## src/rtl/mem_responder.sv

```systemverilog
// Byte-serial memory responder: turns word/half/byte fetch, load and store
// requests into one-byte-per-cycle RAM accesses.
module mem_responder (
    input  logic        clk,
    input  logic        rst,
    input  logic        rdy,
    input  logic        if_valid,
    input  logic [31:0] if_addr,
    output logic        if_done,
    output logic [31:0] if_data,
    input  logic        ls_valid,
    input  logic        ls_is_store,
    input  logic [2:0]  ls_funct3,
    input  logic [31:0] ls_addr,
    input  logic [31:0] ls_wdata,
    output logic        ls_done,
    output logic [31:0] ls_rdata,
    input  logic        flush,
    input  logic        io_buffer_full,
    input  logic [7:0]  mem_din,
    output logic [7:0]  mem_dout,
    output logic [31:0] mem_a,
    output logic        mem_wr
);

    typedef enum logic [1:0] {IDLE, IF_RD, LS_RD, LS_WR} state_t;

    state_t      state, state_n;
    logic [2:0]  cnt, cnt_n;
    logic [31:0] base, base_n;
    logic [2:0]  f3, f3_n;
    logic [31:0] wdat, wdat_n;
    logic [31:0] acc, acc_n;
    logic        paused, paused_n;
    logic [31:0] a_q, a_n;
    logic [7:0]  dout_q, dout_n;
    logic        wr_q, wr_n;
    logic        if_done_n, ls_done_n;
    logic [31:0] if_data_n, ls_rdata_n;
    logic [2:0]  n;
    logic [2:0]  idx;
    logic        ls_block;

    function automatic logic [31:0] extend(input logic [31:0] w, input logic [2:0] f);
        case (f)
            3'd0:    extend = {{24{w[7]}}, w[7:0]};
            3'd1:    extend = {{16{w[15]}}, w[15:0]};
            3'd4:    extend = {24'd0, w[7:0]};
            3'd5:    extend = {16'd0, w[15:0]};
            default: extend = w;
        endcase
    endfunction

    assign ls_block = ls_is_store && (ls_addr[17:16] == 2'b11) && io_buffer_full;
    assign n = (state == IF_RD || f3 == 3'd2) ? 3'd4 : (f3[0] ? 3'd2 : 3'd1);
    assign mem_a = a_q;
    assign mem_dout = dout_q;
    assign mem_wr = wr_q & rdy;

    always_ff @(posedge clk) begin
        if (rst) begin
            state    <= IDLE;
            cnt      <= '0;
            base     <= '0;
            f3       <= '0;
            wdat     <= '0;
            acc      <= '0;
            paused   <= 1'b0;
            a_q      <= '0;
            dout_q   <= '0;
            wr_q     <= 1'b0;
            if_done  <= 1'b0;
            ls_done  <= 1'b0;
            if_data  <= '0;
            ls_rdata <= '0;
        end else begin
            state    <= state_n;
            cnt      <= cnt_n;
            base     <= base_n;
            f3       <= f3_n;
            wdat     <= wdat_n;
            acc      <= acc_n;
            paused   <= paused_n;
            a_q      <= a_n;
            dout_q   <= dout_n;
            wr_q     <= wr_n;
            if_done  <= if_done_n;
            ls_done  <= ls_done_n;
            if_data  <= if_data_n;
            ls_rdata <= ls_rdata_n;
        end
    end

    always_comb begin
        state_n    = state;
        cnt_n      = cnt;
        base_n     = base;
        f3_n       = f3;
        wdat_n     = wdat;
        acc_n      = acc;
        paused_n   = paused;
        a_n        = a_q;
        dout_n     = dout_q;
        wr_n       = wr_q;
        if_done_n  = 1'b0;
        ls_done_n  = 1'b0;
        if_data_n  = if_data;
        ls_rdata_n = ls_rdata;
        idx        = cnt - 3'd2;
        if (!rdy) begin
            // Everything holds; a paused read must refetch from byte 0.
            if_done_n = if_done;
            ls_done_n = ls_done;
            paused_n  = paused | (state == IF_RD) | (state == LS_RD);
        end else begin
            unique case (state)
                IDLE: begin
                    a_n    = '0;
                    dout_n = '0;
                    wr_n   = 1'b0;
                    if (!flush && !if_done && !ls_done) begin
                        if (ls_valid && !ls_block) begin
                            base_n = ls_addr;
                            f3_n   = ls_funct3;
                            wdat_n = ls_wdata;
                            acc_n  = '0;
                            cnt_n  = 3'd1;
                            a_n    = ls_addr;
                            if (ls_is_store) begin
                                state_n = LS_WR;
                                dout_n  = ls_wdata[7:0];
                                wr_n    = 1'b1;
                            end else begin
                                state_n = LS_RD;
                            end
                        end else if (if_valid) begin
                            base_n  = if_addr;
                            acc_n   = '0;
                            cnt_n   = 3'd1;
                            a_n     = if_addr;
                            state_n = IF_RD;
                        end
                    end
                end
                IF_RD, LS_RD: begin
                    if (flush) begin
                        state_n  = IDLE;
                        a_n      = '0;
                        paused_n = 1'b0;
                    end else if (paused) begin
                        a_n      = base;
                        cnt_n    = 3'd1;
                        paused_n = 1'b0;
                    end else begin
                        a_n = (cnt < n) ? base + {29'd0, cnt} : '0;
                        if (cnt >= 3'd2)
                            acc_n[{idx[1:0], 3'b000} +: 8] = mem_din;
                        cnt_n = cnt + 3'd1;
                        if (cnt == n + 3'd1) begin
                            state_n = IDLE;
                            if (state == IF_RD) begin
                                if_done_n = 1'b1;
                                if_data_n = acc_n;
                            end else begin
                                ls_done_n  = 1'b1;
                                ls_rdata_n = extend(acc_n, f3);
                            end
                        end
                    end
                end
                LS_WR: begin
                    if (cnt == n) begin
                        state_n   = IDLE;
                        a_n       = '0;
                        dout_n    = '0;
                        wr_n      = 1'b0;
                        ls_done_n = 1'b1;
                    end else begin
                        a_n    = base + {29'd0, cnt};
                        dout_n = wdat[{cnt[1:0], 3'b000} +: 8];
                        wr_n   = 1'b1;
                        cnt_n  = cnt + 3'd1;
                    end
                end
            endcase
        end
    end

endmodule

```

## config.mk

```make
export PLATFORM = sky130hd
export DESIGN_NAME = mem_responder
export DESIGN_NICKNAME = d
export VERILOG_FILES = /design/src/rtl/mem_responder.sv
export SDC_FILE = /design/constraint.sdc
export NUM_CORES = 1
export LEC_CHECK = 0
export CAP_MARGIN = 10
export CORE_ASPECT_RATIO = 0.8
export CORE_UTILIZATION = 35
export CTS_CLUSTER_DIAMETER = 50
export DETAILED_ROUTE_END_ITERATION = 10
export GPL_TIMING_DRIVEN = 0
export PLACE_DENSITY = 0.6
export SLEW_MARGIN = 5
export SYNTH_ARGS = -nofsm -noshare
export SYNTH_HDL_FRONTEND = slang
export SYNTH_SLANG_ARGS = --single-unit
```

## constraint.sdc

```tcl
create_clock -name clk -period 3.1 [get_ports clk]
set_input_delay 0.775 -clock clk [delete_from_list [all_inputs] [get_ports clk]]
set_output_delay 0.775 -clock clk [all_outputs]
set_load 0.005 [all_outputs]
```

Yosys cells after proc, flatten, opt, wreduce, memory -nomap -nowiden
Index checks and enable logic that the tools add are counted.
- bits in registers: 212
- input port bits: 115
- output and inout port bits: 107
- word-level logic and storage cells: 133
- $add $sub $neg: 5
- $lt $le $gt $ge: 2
- eq/ne operators: 19
- shift-type cells: 3
- mux-type cells: 60
- bitwise operators: 6
- reduce and logical (&&, ||, !) cells: 24
- operator list (operator ; number):
    two-way mux 32 bit ; 15
    case mux 32 bit (4 select lines) ; 1
    case mux 32 bit (3 select lines) ; 1
    case mux 32 bit (2 select lines) ; 1
    adder 32 x 3 -> 32 bit ; 1
    bitwise mux 32 bit ; 1
    two-way mux 8 bit ; 4
    variable shift 8 x 7 -> 32 bit (first input constant) ; 1
    variable part select 32 x 6 -> 8 bit ; 1
    variable part select 8 x 7 -> 32 bit ; 1
    AND reduction 6 bit ; 4
    two-way mux 3 bit ; 7
    two-way mux 1 bit ; 17
    two-way mux 2 bit ; 8
    case mux 8 bit (2 select lines) ; 1
    != test 2 bit (second input constant) ; 5
    != test 3 bit (second input constant) ; 3
    case mux 3 bit (3 select lines) ; 1
    AND reduction 4 bit ; 2
    negator 5 -> 7 bit ; 1
    adder 3 x 1 -> 3 bit (second input constant) ; 2
    equality test 2 bit (second input constant) ; 3
    equality test 3 bit ; 2
    equality test 3 bit (second input constant) ; 2
    21 further kinds ; 34

Depth between registers and ports, before layout
- word-level depth: 9
- gate-level depth with buffers: 14
- gate-level depth less buffers: 11

Least setup slack after synthesis
No wires, ideal clock.
- path kind: reg2reg
- from: reg cnt[1]
- to: reg a_q[24] (netlist: mem_a[24])
- setup time: 139 ps
- arrival time: 2719 ps
- required time: 2961 ps
- path slack: 241 ps
- stages on the path, launching flop included: 10
- buffers on the path: 2
- period minus slack after synthesis: 2859 ps
- cell sequence: dfxtp_1 buf_4 buf_4 inv_1 fa_1 nand2b_1 a2111o_1 or3_1 o311ai_0 o311ai_1
- longest elaborated chain between the ends: 5
- elaborated cells on any way between the ends: 8
- classes of those cells: add/sub: 1; order compare: 1; eq/ne: 1; mux: 5
- RTL lines (what ; line ; source):
    from (decl) ; 29 ; logic [2:0] cnt, cnt_n;
    from (signal assigned) ; 78 ; cnt <= cnt_n;
    adder 32 x 3 -> 32 bit or less-than comparator 3 bit (tied branches) ; 155, 179 ;
    two-way mux 32 bit ; 155 ; a_n = (cnt < n) ? base + {29'd0, cnt} : '0;
    two-way mux 32 bit ; 150 ; end else if (paused) begin
    two-way mux 32 bit ; 146 ; if (flush) begin
    case mux 32 bit (3 select lines) * ; 116 ; unique case (state)
    to (signal assigned) ; 84 ; a_q <= a_n;
    to (decl) ; 35 ; logic [31:0] a_q, a_n;
Mark *: on every way between the ends. The rest lies on a longest branch, timed or not.
A chain may end at the register's enable or synchronous reset.

Final worst setup path
Ends and elaborated chain as after synthesis.

==> impl_results.md <==
- Outcome: finished clean
- F_max: 332.8 MHz
- CTS Sinks: 212
- Normalized max-slew margin: 0.2928
- Sequential share of power: 0.431
- Hold buffer count at CTS: 0
- Pwr Density: 488.7 mW/mm2
- Synthesized area: 0.01010 mm2
- Max-slew violations: 0
- I/O Pins: 222
- Vias per std cell: 5.548
- CTS tree: done
- Largest net degree at the start of global routing: 13
- Worst path cell trace: buf_6 -> buf_12 -> clkinvlp_4 -> fa_2 -> nand2b_2 -> a2111o_1 -> or3_4 -> o311ai_1 -> o311ai_1
- Unique masters post-synth: 68
- Setup crit start: cnt[1]$_SDFFE_PP0P_
- Core Rows: 55
- # fillers: 2775
- Area leader, netlist: dfxtp_1
- Fin crit share: 0.9693
- Syn nets: 1363
- Register area share after synthesis: 0.4201
- Worst R2R Setup Slack: 100 ps
- Clk buf depth: 3
- CP endpoint kind: flop
- Total CTS buffers: 25
- Unrepaired setup endpoints after global routing: true
- Worst path bufs/invs: 3
- Asr flop ratio synth: 0
- Slowest-stage cell, CP: a2111o_1
- CP peak stage delay: 560 ps
- Clk_skew: 15.05 ps
- Synth Flop Type: dfxtp_1
- Max_cap viols: 0
- Pleak: 4.551 nW
- Commonest cells after routing, fill and taps aside: clkdlybuf4s50_1, dfxtp_1, nand2_1
- Cell Count, Final, Fillers Out: 1864
- Post-route cell area: 0.01370 mm2
- Syn Area/Cell: 8.214 um2
- Initial Util: 0.3564
- R2R Path End: mem_a[24]$_SDFFE_PP0P_
- FF/Latch Area: 0.004249 mm2
- Final setup viols: 0
- PortBufs: 218
- Hold path depth: 2
- Final Wtd Congestion: 0.9555
- Post-DP HPWL: 28260 um
- Synth Register Bits: 212
- Die Span X: 192.0 um
- Commonest non-fill, non-tap cell in the layout: clkdlybuf4s50_1
- Insertion delay to the later sink of the worst-skew pair: 530 ps
- EDFF count, synth: 0
- Worst-margin pin slew: 1053 ps
- GRT Util Overall: 0.2513
- Hold Path Class: flop to flop
- Crit Path Class: flop to flop
- Fin nets: 1612
- Multi-input gate area: 0.005459 mm2
- Area post-placement: 0.01275 mm2
- Internal: 0.004874 W
- First drt pass iteration count: 6
- Antenna violations before repair: 0
- Layout overhead on the synthesized area: 35.62%
- Antenna Violating Nets Remaining: 0
- Switching part of the total power: 0.2721
- Fin crit period: 3005 ps
- Root Buffer: clkbuf_16
- Top cells by area, synth: dfxtp_1, a21oi_1, nand2_1
- Crit-path max FO: 10
- Crit path arrival time: 3410 ps
- Share of cells above drive strength 1: 0.08902
- Crit. path cell count: 9
- H-tree depth: 1
- Final worst slack: 95.15 ps
- Delay-heaviest family, CP: compound AO/OA/AOI/OAI gates
- Logic gate share of total power: 0.141
- Yosys top cell area share: 0.4201
- Most frequent CP cell: o311ai_1
- Die Area: 0.02955 mm2
- Peak VDD IR: 0.4779 mV
- Routed WL per cell: 20.30 um
- Final wirelength: 37830 um
- GR Overflow Total: 0
- Die height: 154.0 um
- P_sw: 0.001822 W
- YS warnings: 0
- Vias in the first global route: 9744
- Worst r2r src: cnt[1]$_SDFFE_PP0P_
- First-pass GRT wire length: 57220 um
- Placed Cells: 1818
- Via count: 10340
- Clock group share of total power: 0.427
- Clock transition at path regs: 60 ps
- Core area: 0.02835 mm2
- Final Hold Viols: 0
- Critical path capture point: mem_a[24]$_SDFFE_PP0P_
- Mapped Cells: 1230
- Cells on worst reg2reg path: 9
- N_diodes: 0
- DR DRC count: 0
- Critical Path Start Type: flop
- Crit path required time: 3500 ps
- DP Worst Slack: -967.5 ps
- DR iter-0 viols: 996
## tightest hold or removal path: stages (launching register included)
cell,delay [ps]
dfxtp_1,310
nand2_1,50
a21oi_1,50
## stage by stage
step           hold slack (ps)  utilization  TNS (ps)  power [W]
4_1_cts                  453.3       0.4800         0   0.006714
6_report                 453.4       0.4833         0   0.006697
3_5_place_dp             446.8       0.4499    -48940   0.003859
5_1_grt                  471.3       0.4833    -259.0   0.006953
2_1_floorplan            432.2            -         0   0.003400
3_3_place_gp             438.2       0.4496    -53090   0.003852
## power by group through the flow
stage	Combinational [W]	Sequential [W]	Clock, W
after global routing	0.00102	0.00290	0.00303
after detailed placement	0.000915	0.00294	0
final	0.000945	0.00289	0.00286
after floorplan	0.000479	0.00292	0
after global placement	0.000909	0.00294	0
after CTS	0.000924	0.00288	0.00290
## what timing repair did
item	in CTS	in global routing
pin swaps	3	3
setup buffers	3	2
setup endpoints to repair	104	92
gates resized for setup	15	26
## cell families (layout without fill, tap and decap cells)
family,Yosys count,in the layout,synth area share
simple gates,495,495,0.2233
compound gates,349,349,0.2300
flops,212,212,0.4201
buf+inv,109,373,0.04792
mux,35,35,0.04458
fa+ha+maj,18,18,0.02303
xor+xnor,12,12,0.01115
## worst min path at each step
stage	from	end
floorplan	acc[10]$_SDFFE_PP0P_	acc[10]$_SDFFE_PP0P_
global placement	acc[19]$_SDFFE_PP0P_	acc[19]$_SDFFE_PP0P_
detailed placement	acc[8]$_SDFFE_PP0P_	acc[8]$_SDFFE_PP0P_
CTS	acc[8]$_SDFFE_PP0P_	acc[8]$_SDFFE_PP0P_
global route	wdat[16]$_SDFFE_PP0P_	wdat[16]$_SDFFE_PP0P_
finish	acc[8]$_SDFFE_PP0P_	acc[8]$_SDFFE_PP0P_
## sequential cells by signal (all words and copies together) (netlist names), 2 cells and up
name,flops
mem_dout,8
cnt,3
if_data,32
wdat,32
f3,3
mem_a,32
base,32
acc,32
state,2
ls_rdata,32
## layer usage
metal / up-vias / GRT usage / routed length [um] / share of wire
li1: 4922 / - / - / -
met3: 47 / 0.04976 / 3191 / 0.084
met2: 429 / 0.3504 / 15450 / 0.41
met4: 0 / 0.06198 / 759 / 0.020
met5: - / 0 / 0 / 0
met1: 4944 / 0.3865 / 18430 / 0.49
## area by class of cell
cell class,count,area share
tap,370,0.03379
sequential,212,0.3101
buffer,93,0.03342
inverter,15,0.004383
clock inverter,9,0.006392
clock buffer,33,0.05150
timing repair buffer,223,0.1620
multi-input combinational,909,0.3984
## Yosys cell counts (5+ instances only)
| master | number |
|---|---|
| dfxtp_1 | 212 |
| o22ai_1 | 21 |
| a211oi_2 | 18 |
| nand3_1 | 54 |
| nand4_1 | 10 |
| buf_2 | 14 |
| ha_1 | 17 |
| or3_1 | 14 |
| nor2_1 | 137 |
| a22oi_1 | 17 |
| and3_1 | 11 |
| and2_1 | 8 |
| a221oi_1 | 10 |
| nor4_1 | 10 |
| inv_1 | 14 |
| clkbuf_1 | 69 |
| nor2b_1 | 5 |
| mux4_2 | 8 |
| buf_6 | 6 |
| a211oi_1 | 39 |
| a21oi_1 | 155 |
| nand2_1 | 204 |
| nor3_1 | 16 |
| a22o_1 | 24 |
| o311ai_0 | 6 |
| mux2i_1 | 27 |
| xor2_1 | 7 |
| nand2b_1 | 6 |
| o21ai_0 | 21 |
| a31oi_1 | 7 |
(Power assumes the default switching activity.)
==> edit: new RTL, same flow settings <==
Reset style: asynchronous (`rst`), changed in one clocked block.
--- a/src/rtl/mem_responder.sv
+++ b/src/rtl/mem_responder.sv
@@ -57,7 +57,7 @@
     assign mem_dout = dout_q;
     assign mem_wr = wr_q & rdy;
 
-    always_ff @(posedge clk) begin
+    always_ff @(posedge clk or posedge rst) begin
         if (rst) begin
             state    <= IDLE;
             cnt      <= '0;
Check against the original RTL: not settled (the Yosys comparison gave no result); the edit may change what the design does.
==> edit against the unedited design <==
- routed wire length is 9.4% lower
- critical path depth decreased by 5
- via count shrank 10%
- clock skew down 6.2 ps
- final area is 4.3% higher
- setup slack improved by 6.7 ps
- sequential cell count unchanged
- global-route usage down 2.9 points
- synthesized area rose by 3.4%
- largest cell class is now flip-flops and latches
Power is not compared: it rests on default switching activity, and its combinational part moved more than twofold at a synthesized area within 25%.
==> edit: results (changes against the unedited design) <==
{
  "yosys": {
    "synth.distinct_cells": {"value": 70, "change": "+2.9%"},
    "netlist_top_cells_count": "212 x sky130_fd_sc_hd__dfrtp_1, 175 x sky130_fd_sc_hd__nand2_1, 111 x sky130_fd_sc_hd__o21ai_0",
    "synth_top_cells_by_area": "sky130_fd_sc_hd__dfrtp_1 51%, sky130_fd_sc_hd__mux2_2 6.5%, sky130_fd_sc_hd__nand2_1 6.3%, sky130_fd_sc_hd__o21ai_0 5.3%, sky130_fd_sc_hd__a21oi_1 4.5%",
    "compound_gate_fraction_of_synth_area": {"value": 20.4, "unit": "%", "change": "-2.6 points"},
    "postSynthAreaPerCell": {"value": 10.1, "unit": "sq um", "change": "+23%"},
    "synth-seq-area-share": {"value": 50.8, "unit": "%", "change": "+8.8 points"},
    "synth.area.mux_share": {"value": 8.38, "unit": "%", "change": "+3.9 points"},
    "postSynthNetCount": {"value": 1164, "change": "-15%"},
    "yosys.area_share.adder": {"value": 2.23, "unit": "%", "change": "-0.076 points"},
    "asyncSetResetFlopFracSynth": {"value": 100, "unit": "%", "change": "+100 points"},
    "synthXorXnorAreaFrac": {"value": 0.838, "unit": "%", "change": "-0.28 points"}
  },
  "placed_design": {
    "gpl.final_weighted_congestion": {"value": 0.962, "change": "+0.68%"},
    "dp.cells": {"value": 1635, "change": "-10%"},
    "post-place-ws": {"value": -567, "unit": "ps", "change": "+401 ps"},
    "detailedPlacementHpwl": {"value": 25400, "unit": "um", "change": "-10%"}
  },
  "cells_and_area": {
    "num-nets-final": {"value": 1429, "change": "-11%"},
    "drive_above_1_share": {"value": 13.9, "unit": "%", "change": "+4.9 points"},
    "fin_cells": {"value": 1691, "change": "-9.3%"}
  },
  "global_routing": {
    "grt_use_total": {"value": 22.2, "unit": "%", "change": "-2.9 points"},
    "maximum_number_of_pins_on_one_net_before_global_route_repair": {"value": 38, "change": "+25"}
  },
  "clocking": {
    "cts_inserted_buffers": {"value": 27, "change": "+8.0%"}
  },
  "worst_setup_path": {
    "worstPathArrival": {"value": 2220, "unit": "ps", "change": "-1190 ps"},
    "slowest_cp_cell": "sky130_fd_sc_hd__clkdlybuf4s50_1"
  },
  "run_status": {
    "run_status": "completed"
  },
  "drt": {
    "via_count": {"value": 9305, "change": "-10%"}
  }
}
edit: changes by cell type after synthesis, moves of 26 or more:
cell / before / now
sky130_fd_sc_hd__dfrtp_1: 0 / 212
sky130_fd_sc_hd__dfxtp_1: 212 / 0
sky130_fd_sc_hd__nor2_1: 137 / 23
sky130_fd_sc_hd__o21ai_0: 21 / 111
sky130_fd_sc_hd__a21oi_1: 155 / 94
sky130_fd_sc_hd__mux2_2: 0 / 60
sky130_fd_sc_hd__a211oi_1: 39 / 2
sky130_fd_sc_hd__a21o_1: 4 / 36
sky130_fd_sc_hd__nand3_1: 54 / 23
sky130_fd_sc_hd__nand2_1: 204 / 175
sky130_fd_sc_hd__clkbuf_1: 69 / 43
edit: path summary, 6_finish.rpt:
kind                             start           end  slack, ps  cells past startpoint
worst max-delay path               rdy        mem_wr        100                      4
worst min-delay path              wr_q          wr_q        470                      2
worst max register to register  cnt[0]  ls_rdata[16]        100                     13
worst min register to register    wr_q          wr_q        470                      2
max in group asynchronous          rst      base[28]       1730                      4
min in group asynchronous          rst  ls_rdata[29]        590                      2
edit: timing repair:
action / CTS / global route
resized for setup: 19 / 27
setup endpoints to repair: 85 / 73
buffers inserted: 4 / 5
hold buffers: 0 / 0
hold endpoints to repair: 0 / 0
pin swaps: 1 / 1
edit: routing by layer:
layer / up-vias / track usage [%] / wire (um) / share of wire (%)
met1: 4624 / 33.4 / 16500 / 48
met2: 324 / 31.5 / 14500 / 42
met3: 58 / 5.26 / 2490 / 7.3
met4: 0 / 6.04 / 806 / 2.4
li1: 4299 / - / - / -
met5: - / 0 / 0 / 0
edit: final cells by class:
type / instances / area [sq um] / area share [%]
Inverter: 17 / 71.3 / 0.499
Multi-Input combinational cell: 741 / 4860 / 34.0
Sequential cell: 212 / 5310 / 37.1
Clock buffer: 38 / 747 / 5.23
Tap cell: 377 / 472 / 3.30
Timing Repair Buffer: 236 / 2400 / 16.8
Clock inverter: 9 / 81.3 / 0.569
Buffer: 61 / 350 / 2.45
edit: report_power, final:
group | internal, mW | leakage [nW] | total [mW] | switching (mW)
sequential | 3.46 | 2.82 | 4.06 | 0.596
combinational | 1.90 | 2.94 | 4.05 | 2.15
clock | 1.75 | 0.410 | 2.96 | 1.20
total | 7.12 | 6.16 | 11.1 | 3.95
edit: cells by family after synthesis:
logic type	after synthesis
multiplexers	70
buffers and inverters	78
flip-flops	212
XOR/XNOR	10
adder cells (fa/ha/maj)	18
AO/OA/AOI/OAI	342
AND/OR/NAND/NOR	301
edit: worst min-delay path, cell delays in order (launching register included):
cell and delay [ps]:
sky130_fd_sc_hd__dfrtp_1 340, sky130_fd_sc_hd__nand2_1 40, sky130_fd_sc_hd__o21ai_0 60
